==> config.mk <==
export PLATFORM = sky130hd
export DESIGN_NAME = lsu_mem_stage
export DESIGN_NICKNAME = d
export VERILOG_FILES = /design/src/rtl/lsu_mem_stage.sv
export SDC_FILE = /design/constraint.sdc
export NUM_CORES = 1
export LEC_CHECK = 0
export CORE_UTILIZATION = 35
export CTS_BUF_LIST = sky130_fd_sc_hd__clkbuf_8
export CTS_CLUSTER_DIAMETER = 50
export CTS_CLUSTER_SIZE = 30
export DETAILED_ROUTE_END_ITERATION = 16
export GPL_ROUTABILITY_DRIVEN = 1
export HOLD_SLACK_MARGIN = 0.15
export PLACE_DENSITY = 0.67
export SLEW_MARGIN = 20
export SYNTH_ARGS = -nofsm -noshare
export SYNTH_HDL_FRONTEND = slang
export SYNTH_SLANG_ARGS = --single-unit
==> constraint.sdc <==
create_clock -name clk_i -period 4.8 [get_ports clk_i]
set_input_delay 0.48 -clock clk_i [delete_from_list [all_inputs] [get_ports clk_i]]
set_output_delay 0.48 -clock clk_i [all_outputs]
set_load 0.005 [all_outputs]
==> src/rtl/lsu_mem_stage.sv <==
// MEM-stage load/store unit: runs one req/gnt/rvalid data-memory access per
// instruction, stalls the pipeline meanwhile and returns aligned, extended load data.
module lsu_mem_stage #(
    parameter int TIMEOUT_CYCLES = 255
) (
    input  logic        clk_i,
    input  logic        reset_i,
    input  logic        valid_i,
    input  logic        is_load_i,
    input  logic        mem_wren_i,
    input  logic [2:0]  funct3_i,
    input  logic [31:0] addr_i,
    input  logic [31:0] st_data_i,
    output logic        dmem_req_o,
    output logic        dmem_we_o,
    output logic [31:0] dmem_addr_o,
    output logic [3:0]  dmem_be_o,
    output logic [31:0] dmem_wdata_o,
    input  logic        dmem_gnt_i,
    input  logic        dmem_rvalid_i,
    input  logic [31:0] dmem_rdata_i,
    output logic        stall_o,
    output logic [31:0] ld_data_o,
    output logic        ld_valid_o,
    output logic        misalign_o,
    output logic        bus_err_o
);
    localparam int CntW = $clog2(TIMEOUT_CYCLES + 1);

    typedef enum logic [1:0] {IDLE, REQ, WAIT, DONE} state_e;

    state_e          state_q, state_d;
    logic [CntW-1:0] cnt_q, cnt_d;
    logic            err_q, err_d;
    logic [31:0]     ld_data_q, ld_data_d;
    logic            misalign_q;
    logic            we_q;
    logic [3:0]      be_q;
    logic [31:0]     addr_q, wdata_q;
    logic [2:0]      f3_q;
    logic [1:0]      off_q;

    logic            access, legal, aligned, start, bad, timeout;
    logic [3:0]      be_new;
    logic [31:0]     wdata_new, lane, ld_ext;

    // A load with both is_load_i and mem_wren_i set decodes as a load.
    always_comb begin
        legal = 1'b0;
        if (is_load_i) begin
            case (funct3_i)
                3'b000, 3'b001, 3'b010, 3'b100, 3'b101: legal = 1'b1;
                default:                                legal = 1'b0;
            endcase
        end else begin
            legal = (funct3_i[2] == 1'b0) && (funct3_i[1:0] != 2'b11);
        end

        case (funct3_i[1:0])
            2'b01:   aligned = ~addr_i[0];
            2'b10:   aligned = (addr_i[1:0] == 2'b00);
            default: aligned = 1'b1;
        endcase

        case (funct3_i[1:0])
            2'b00: begin
                be_new    = 4'b0001 << addr_i[1:0];
                wdata_new = {4{st_data_i[7:0]}};
            end
            2'b01: begin
                be_new    = 4'b0011 << addr_i[1:0];
                wdata_new = {2{st_data_i[15:0]}};
            end
            default: begin
                be_new    = 4'b1111;
                wdata_new = st_data_i;
            end
        endcase
    end

    assign access  = valid_i & (is_load_i | mem_wren_i);
    assign start   = (state_q == IDLE) & access & legal & aligned;
    assign bad     = (state_q == IDLE) & access & ~(legal & aligned);
    assign timeout = (int'(cnt_q) + 1) >= TIMEOUT_CYCLES;
    assign lane    = dmem_rdata_i >> {off_q, 3'b000};

    always_comb begin
        case (f3_q)
            3'b000:  ld_ext = {{24{lane[7]}}, lane[7:0]};
            3'b100:  ld_ext = {24'h0, lane[7:0]};
            3'b001:  ld_ext = {{16{lane[15]}}, lane[15:0]};
            3'b101:  ld_ext = {16'h0, lane[15:0]};
            default: ld_ext = lane;
        endcase
    end

    // A response that arrives on the timeout cycle still wins over the abort.
    always_comb begin
        state_d   = state_q;
        cnt_d     = cnt_q;
        err_d     = 1'b0;
        ld_data_d = ld_data_q;
        case (state_q)
            IDLE: begin
                if (start) begin
                    state_d = REQ;
                    cnt_d   = '0;
                end
            end
            REQ: begin
                cnt_d = cnt_q + 1'b1;
                if (dmem_gnt_i) begin
                    state_d = we_q ? DONE : WAIT;
                end else if (timeout) begin
                    state_d   = DONE;
                    err_d     = 1'b1;
                    ld_data_d = '0;
                end
            end
            WAIT: begin
                cnt_d = cnt_q + 1'b1;
                if (dmem_rvalid_i) begin
                    state_d   = DONE;
                    ld_data_d = ld_ext;
                end else if (timeout) begin
                    state_d   = DONE;
                    err_d     = 1'b1;
                    ld_data_d = '0;
                end
            end
            DONE:    state_d = IDLE;
            default: state_d = IDLE;
        endcase
    end

    always_ff @(posedge clk_i or posedge reset_i) begin
        if (reset_i) begin
            state_q    <= IDLE;
            cnt_q      <= '0;
            err_q      <= 1'b0;
            ld_data_q  <= '0;
            misalign_q <= 1'b0;
            we_q       <= 1'b0;
            be_q       <= '0;
            addr_q     <= '0;
            wdata_q    <= '0;
            f3_q       <= '0;
            off_q      <= '0;
        end else begin
            state_q    <= state_d;
            cnt_q      <= cnt_d;
            err_q      <= err_d;
            ld_data_q  <= ld_data_d;
            misalign_q <= bad;
            if (start) begin
                we_q    <= ~is_load_i;
                be_q    <= be_new;
                addr_q  <= {addr_i[31:2], 2'b00};
                wdata_q <= wdata_new;
                f3_q    <= funct3_i;
                off_q   <= addr_i[1:0];
            end
        end
    end

    assign dmem_req_o   = (state_q == REQ);
    assign dmem_we_o    = dmem_req_o & we_q;
    assign dmem_addr_o  = dmem_req_o ? addr_q  : 32'h0;
    assign dmem_be_o    = dmem_req_o ? be_q    : 4'h0;
    assign dmem_wdata_o = dmem_req_o ? wdata_q : 32'h0;
    assign stall_o      = start | (state_q == REQ) | (state_q == WAIT);
    assign ld_data_o    = ld_data_q;
    assign ld_valid_o   = (state_q == DONE) & ~we_q & ~err_q;
    assign bus_err_o    = (state_q == DONE) & err_q;
    assign misalign_o   = misalign_q;

endmodule
==> flow_summary.ini, run 1 <==
[global_route]
gr-usage-all-layers_pct = 20.3
grt_max_degree = 81
grt_pass1_wl_mm = 28.8
grt_pass1_vias = 5598
grt_overflow_total = 0
grt_antenna_before_repair = 0

[logic_synthesis]
synth_cell_types = 54
netlist_area_sq_um = 6170
synth_async_sr_flop_share_pct = 100
syn_avg_cell_area_sq_um = 10.2
synth_seq_cells = 116
synthCells = 604
synth_ff_type = dfrtp_1
ys_seq_area_share_pct = 47.1
synth_edf_count = 0
yosys_warnings = 0

[clock_network]
cts_root_buf = clkbuf_8
cts_setup_buffers = 0
clk_pin_slew_worst_paths_ns = 0.06
cts_sinks = 116
cts_buffer_depth = 2
worst_skew_pair.late_latency_ns = 0.44
cts_buffers = 17
cts_resized = 0
cts_tree = built
cts_max_level = 4
hold_buffers = 0

[power]
comb_power_share_pct = 46.5
p_int_mw = 3.34
total_power_mw = 4.97
switching_share_pct = 32.9
p_switching_mw = 1.64
seqPwrFrac_pct = 35.3
cellLeakagePower_nw = 3.75
p_clk_share_pct = 18.2
cellPowerDensity_nw_per_um2 = 564
vdd_drop_max_mv = 0.235

[timing]
relSlewSlack_pct = 29.7
max_freq_ghz = 0.286
rsz0062_at_grt = false
tns_ns = 0
finClkSkew_ns = 0.0154
fin_crit_ns = 3.50
fin_crit_sh_pct = 72.9
setup_ws_ns = 1.30
hold_viol_final = 0
setup_viol = 0
slew_viol_final = 0
worstMarginPinSlew_ns = 1.05

[place]
hpwlAfterDp_mm = 12.7
numPlacedInstances = 1000
placed_cell_area_sq_um = 8410
place_congestion = 0.812
pre_cts_ws_ns = 1.34
portBuffers = 209

[floorplan]
core_sq_um = 17200
ios = 212
initial_core_util_pct = 35.8
dieArea_sq_um = 18200
die_w_um = 135
chipHeight_um = 135
rows = 48

[setup_path]
timing.rr.start = state_q[1]
rr_worst_depth = 6
critPathLaunch = funct3_i[1]
reg2reg_to = ld_data_o[19]
endpoint_kind = output port
worst-path-max-fanout = 15
crit_end = stall_o
rrSetupSlack_ns = 2.14
critPathRequiredTime_ns = 4.32
arrival_ns = 3.02
worstSetupPathType = input port to output port
critPathLaunchType = input port

[hold_path]
hold_class = flop to flop

[final_layout]
diodes = 0
area_growth_syn_to_layout_pct = 43.0
design.final.nets = 912
final_cells = 1029
layout-drive-gt1-share_pct = 11.6
mostFrequentLayoutCell = clkdlybuf4s50_1
n_fill_cell = 1536
design_area_sq_um = 8820
final_cell_mix = 209 x clkdlybuf4s50_1, 116 x dfrtp_1, 68 x and2_1, 62 x nand2_1

[drt]
drt-pass1-iter-count = 5
wl_per_cell_um = 17.2
drtIter0Drc = 277
drc = 0
wl_mm = 17.7
vias_per_cell = 5.15
ant_nets = 0
vias = 5303

[outcome]
status = finished, final reports clean

[job]
drv_cap = 0
-- critical path: stages --
cell,delay (ns)
clkdlybuf4s50_1,0.61
inv_1,0.19
ha_1,0.50
a21oi_1,0.09
o21ai_1,0.39
nand3_4,0.12
nand2_1,0.08
clkdlybuf4s50_1,0.56
-- synth_stat cells (12+ instances only) --
library cell	n	area share [%]
ha_1	12	2.4
and2_1	68	6.9
dfrtp_1	116	47
nand2_1	62	3.8
a21oi_1	23	1.9
mux2_2	49	8.9
o21ai_0	49	4.0
a211o_1	16	2.3
clkbuf_1	26	1.6
inv_1	12	0.73
nor2_1	19	1.2
mux2i_1	15	2.4
-- layout make-up --
class	instances	area (sq um)	share of cell area [%]
tap	225	282	3.19
clock buffer	23	317	3.59
inverter	12	50.0	0.568
sequential	116	2900	32.9
timing repair buffer	215	2140	24.2
multi-input combinational	432	3050	34.6
clock inverter	6	77.6	0.880
-- through the flow --
stage	utilization, %	hold WS [ns]
6_report	51.2	0.469
5_1_grt	51.2	0.492
4_1_cts	51.1	0.477
3_5_place_dp	48.8	0.463
3_3_place_gp	48.8	0.456
2_1_floorplan	-	0.442
-- power groups by stage --
| stage | registers, mW | clock network [mW] | logic (mW) |
|---|---|---|---|
| after global routing | 1.82 | 0.973 | 2.55 |
| after global placement | 1.74 | 0 | 2.26 |
| after floorplan | 1.68 | 0 | 1.22 |
| after detailed placement | 1.77 | 0 | 2.32 |
| after CTS | 1.75 | 0.932 | 2.33 |
| final | 1.76 | 0.905 | 2.31 |
-- worst min-delay path by stage --
stage | start | endpoint | slack [ns] | cells past startpoint
2_1_floorplan | be_q[0] | be_q[0] | 0.44 | 2
3_3_place_gp | wdata_q[24] | wdata_q[24] | 0.46 | 2
3_5_place_dp | wdata_q[24] | wdata_q[24] | 0.46 | 2
4_1_cts | wdata_q[24] | wdata_q[24] | 0.48 | 2
5_1_grt | wdata_q[24] | wdata_q[24] | 0.49 | 2
6_report | wdata_q[24] | wdata_q[24] | 0.47 | 2
-- per-layer routing --
layer	part of all wire (%)	global-route usage, %	wire, um
met5	0	0	0
met4	1.2	6.62	217
met2	47	33.0	8310
met1	43	25.3	7650
met3	8.6	6.79	1530
-- cell families (layout without fill, tap and decap cells) --
family	after synthesis	count (layout)	synth area share [%]
and+or+nand+nor	193	193	16.5
AOI/OAI and AO/OA	159	159	18.1
xor gates and xnor gates	1	1	0.142
other	1	2	0.0608
adders and majority gates	12	12	2.43
buffers and inverters	57	256	3.94
DFF	116	116	47.1
muxes	65	65	11.7
-- flip-flops by register name (all words and copies together) (netlist names), 2 cells and up --
register / cells
off_q: 2
state_q: 2
addr_q: 30
be_q: 4
ld_data_o: 32
cnt_q: 8
f3_q: 3
wdata_q: 32
No activity file was read; power rests on OpenSTA's default activity.
==> run 2, diff against run 1 <==
==> constraint.sdc (replaced) <==
create_clock -name clk_i -period 3.64 [get_ports clk_i]
set_input_delay 0.364 -clock clk_i [delete_from_list [all_inputs] [get_ports clk_i]]
set_output_delay 0.364 -clock clk_i [all_outputs]
set_load 0.005 [all_outputs]
==> flow_summary.ini, run 2 (synthesized netlist as in run 1, its figures left out) <==
[outcome]
status = finished, final reports clean

[timing]
slew_viol_final = 0
setup_viol = 0
relSlewSlack_pct = 43.6
finClkSkew_ns = 0.00597
max_freq_ghz = 0.321
fin_crit_sh_pct = 85.6
worstMarginPinSlew_ns = 0.842
tns_ns = 0
hold_viol_final = 0
setup_ws_ns = 0.525
fin_crit_ns = 3.12
rsz0062_at_grt = false

[setup_path]
critical_path.top_delay_family = buffers and inverters
cp_num_buf_inv = 3
worstSetupPathType = flop to output port
endpoint_kind = output port
critPathLaunchType = flop
critPathRequiredTime_ns = 3.28
max_stage_delay_ns = 0.58
slowest_stage = ha_2
worst-path-max-fanout = 40
cp_cell_sequence = inv_1 > ha_2 > buf_4 > and2_1 > clkdlybuf4s50_1
rr_worst_depth = 5
arrival_ns = 2.75
critical_path_depth = 5

[global_route]
gr-usage-all-layers_pct = 20.3
grt_max_degree = 105
grt_overflow_total = 0
grt_pass1_vias = 5552
grt_antenna_before_repair = 0
grt_pass1_wl_mm = 28.7

[drt]
drc = 0
ant_nets = 0
vias = 5374
wl_per_cell_um = 17.2
drtIter0Drc = 342
drt-pass1-iter-count = 4
vias_per_cell = 5.19
wl_mm = 17.8

[power]
p_switching_mw = 2.19
p_clk_share_pct = 17.9
vdd_drop_max_mv = 0.332
seqPwrFrac_pct = 35.8
cellLeakagePower_nw = 3.76
cellPowerDensity_nw_per_um2 = 739
total_power_mw = 6.54
switching_share_pct = 33.5
comb_power_share_pct = 46.4
p_int_mw = 4.35

[place]
portBuffers = 209
hpwlAfterDp_mm = 12.8
placed_cell_area_sq_um = 8460
pre_cts_ws_ns = 0.397
place_congestion = 0.868

[clock_network]
cts_buffer_depth = 2
hold_buffers = 0
cts_setup_buffers = 0
worst_skew_pair.late_latency_ns = 0.43
cts_max_level = 4
clk_pin_slew_worst_paths_ns = 0.07
cts_resized = 0
cts_sinks = 116
cts_tree = built
cts_buffers = 17
cts_root_buf = clkbuf_8

[final_layout]
postLayoutCoreUtil_pct = 51.3
mostFrequentLayoutCell = clkdlybuf4s50_1
layout-drive-gt1-share_pct = 12.2
final_cell_mix = 209 x clkdlybuf4s50_1, 116 x dfrtp_1, 68 x and2_1, 62 x nand2_1
area_growth_syn_to_layout_pct = 43.5
diodes = 0
design.final.nets = 915
design_area_sq_um = 8850

[job]
drv_cap = 0

[floorplan]
rows = 48
chipHeight_um = 135
ios = 212
dieArea_sq_um = 18200
core_sq_um = 17200
initial_core_util_pct = 35.8
die_w_um = 135

[hold_path]
hold_class = input port to async pin
## run 2: worst reg2reg max path, delay by kind of cell, from the launching register on
| family | cells | cell delay, ns |
|---|---|---|
| compound gates | 2 | 0.94 |
| simple gates | 1 | 0.58 |
| flops | 1 | 0.45 |
| fa+ha+maj | 1 | 0.38 |
| buf+inv | 1 | 0.12 |
## run 2: through the flow
step,cells,hold slack (ns)
floorplan,605,0.442
CTS,1035,0.424
detailed placement,1003,0.467
global route,1035,0.460
global placement,1003,0.458
finish,1035,0.405
## run 2: path summary, 6_finish.rpt
check	start	to	slack, ns
worst max-delay path	state_q[1]	dmem_wdata_o[30]	0.52
worst min-delay path	reset_i	addr_q[12]	0.40
worst max register to register	state_q[1]	ld_data_o[16]	1.11
worst min register to register	wdata_q[20]	wdata_q[20]	0.48
max in group asynchronous	reset_i	addr_q[14]	2.41
min in group clk_i	wdata_q[20]	wdata_q[20]	0.48
## run 2: metal layers
layer | part of all wire [%] | GRT usage (%) | up-vias
li1 | - | - | 2527
met1 | 43 | 25.5 | 2611
met2 | 47 | 32.9 | 211
met3 | 7.5 | 6.01 | 25
met4 | 1.8 | 8.05 | 0
met5 | 0 | 0 | -
## run 2: final cells by class
type / count / area (sq um)
Multi-Input combinational cell: 432 / 3040
Clock buffer: 20 / 275
Sequential cell: 116 / 2900
Fill cell: 1515 / 8390
Tap cell: 225 / 282
Clock inverter: 12 / 113
Inverter: 12 / 47.5
Timing Repair Buffer: 218 / 2180
## run 2: power by group through the flow
stage,clock network [mW],registers [mW],logic (mW)
floorplan,0,2.22,1.61
global placement,0,2.31,2.98
detailed placement,0,2.36,3.05
CTS,1.20,2.34,3.07
global route,1.26,2.42,3.32
finish,1.17,2.34,3.03
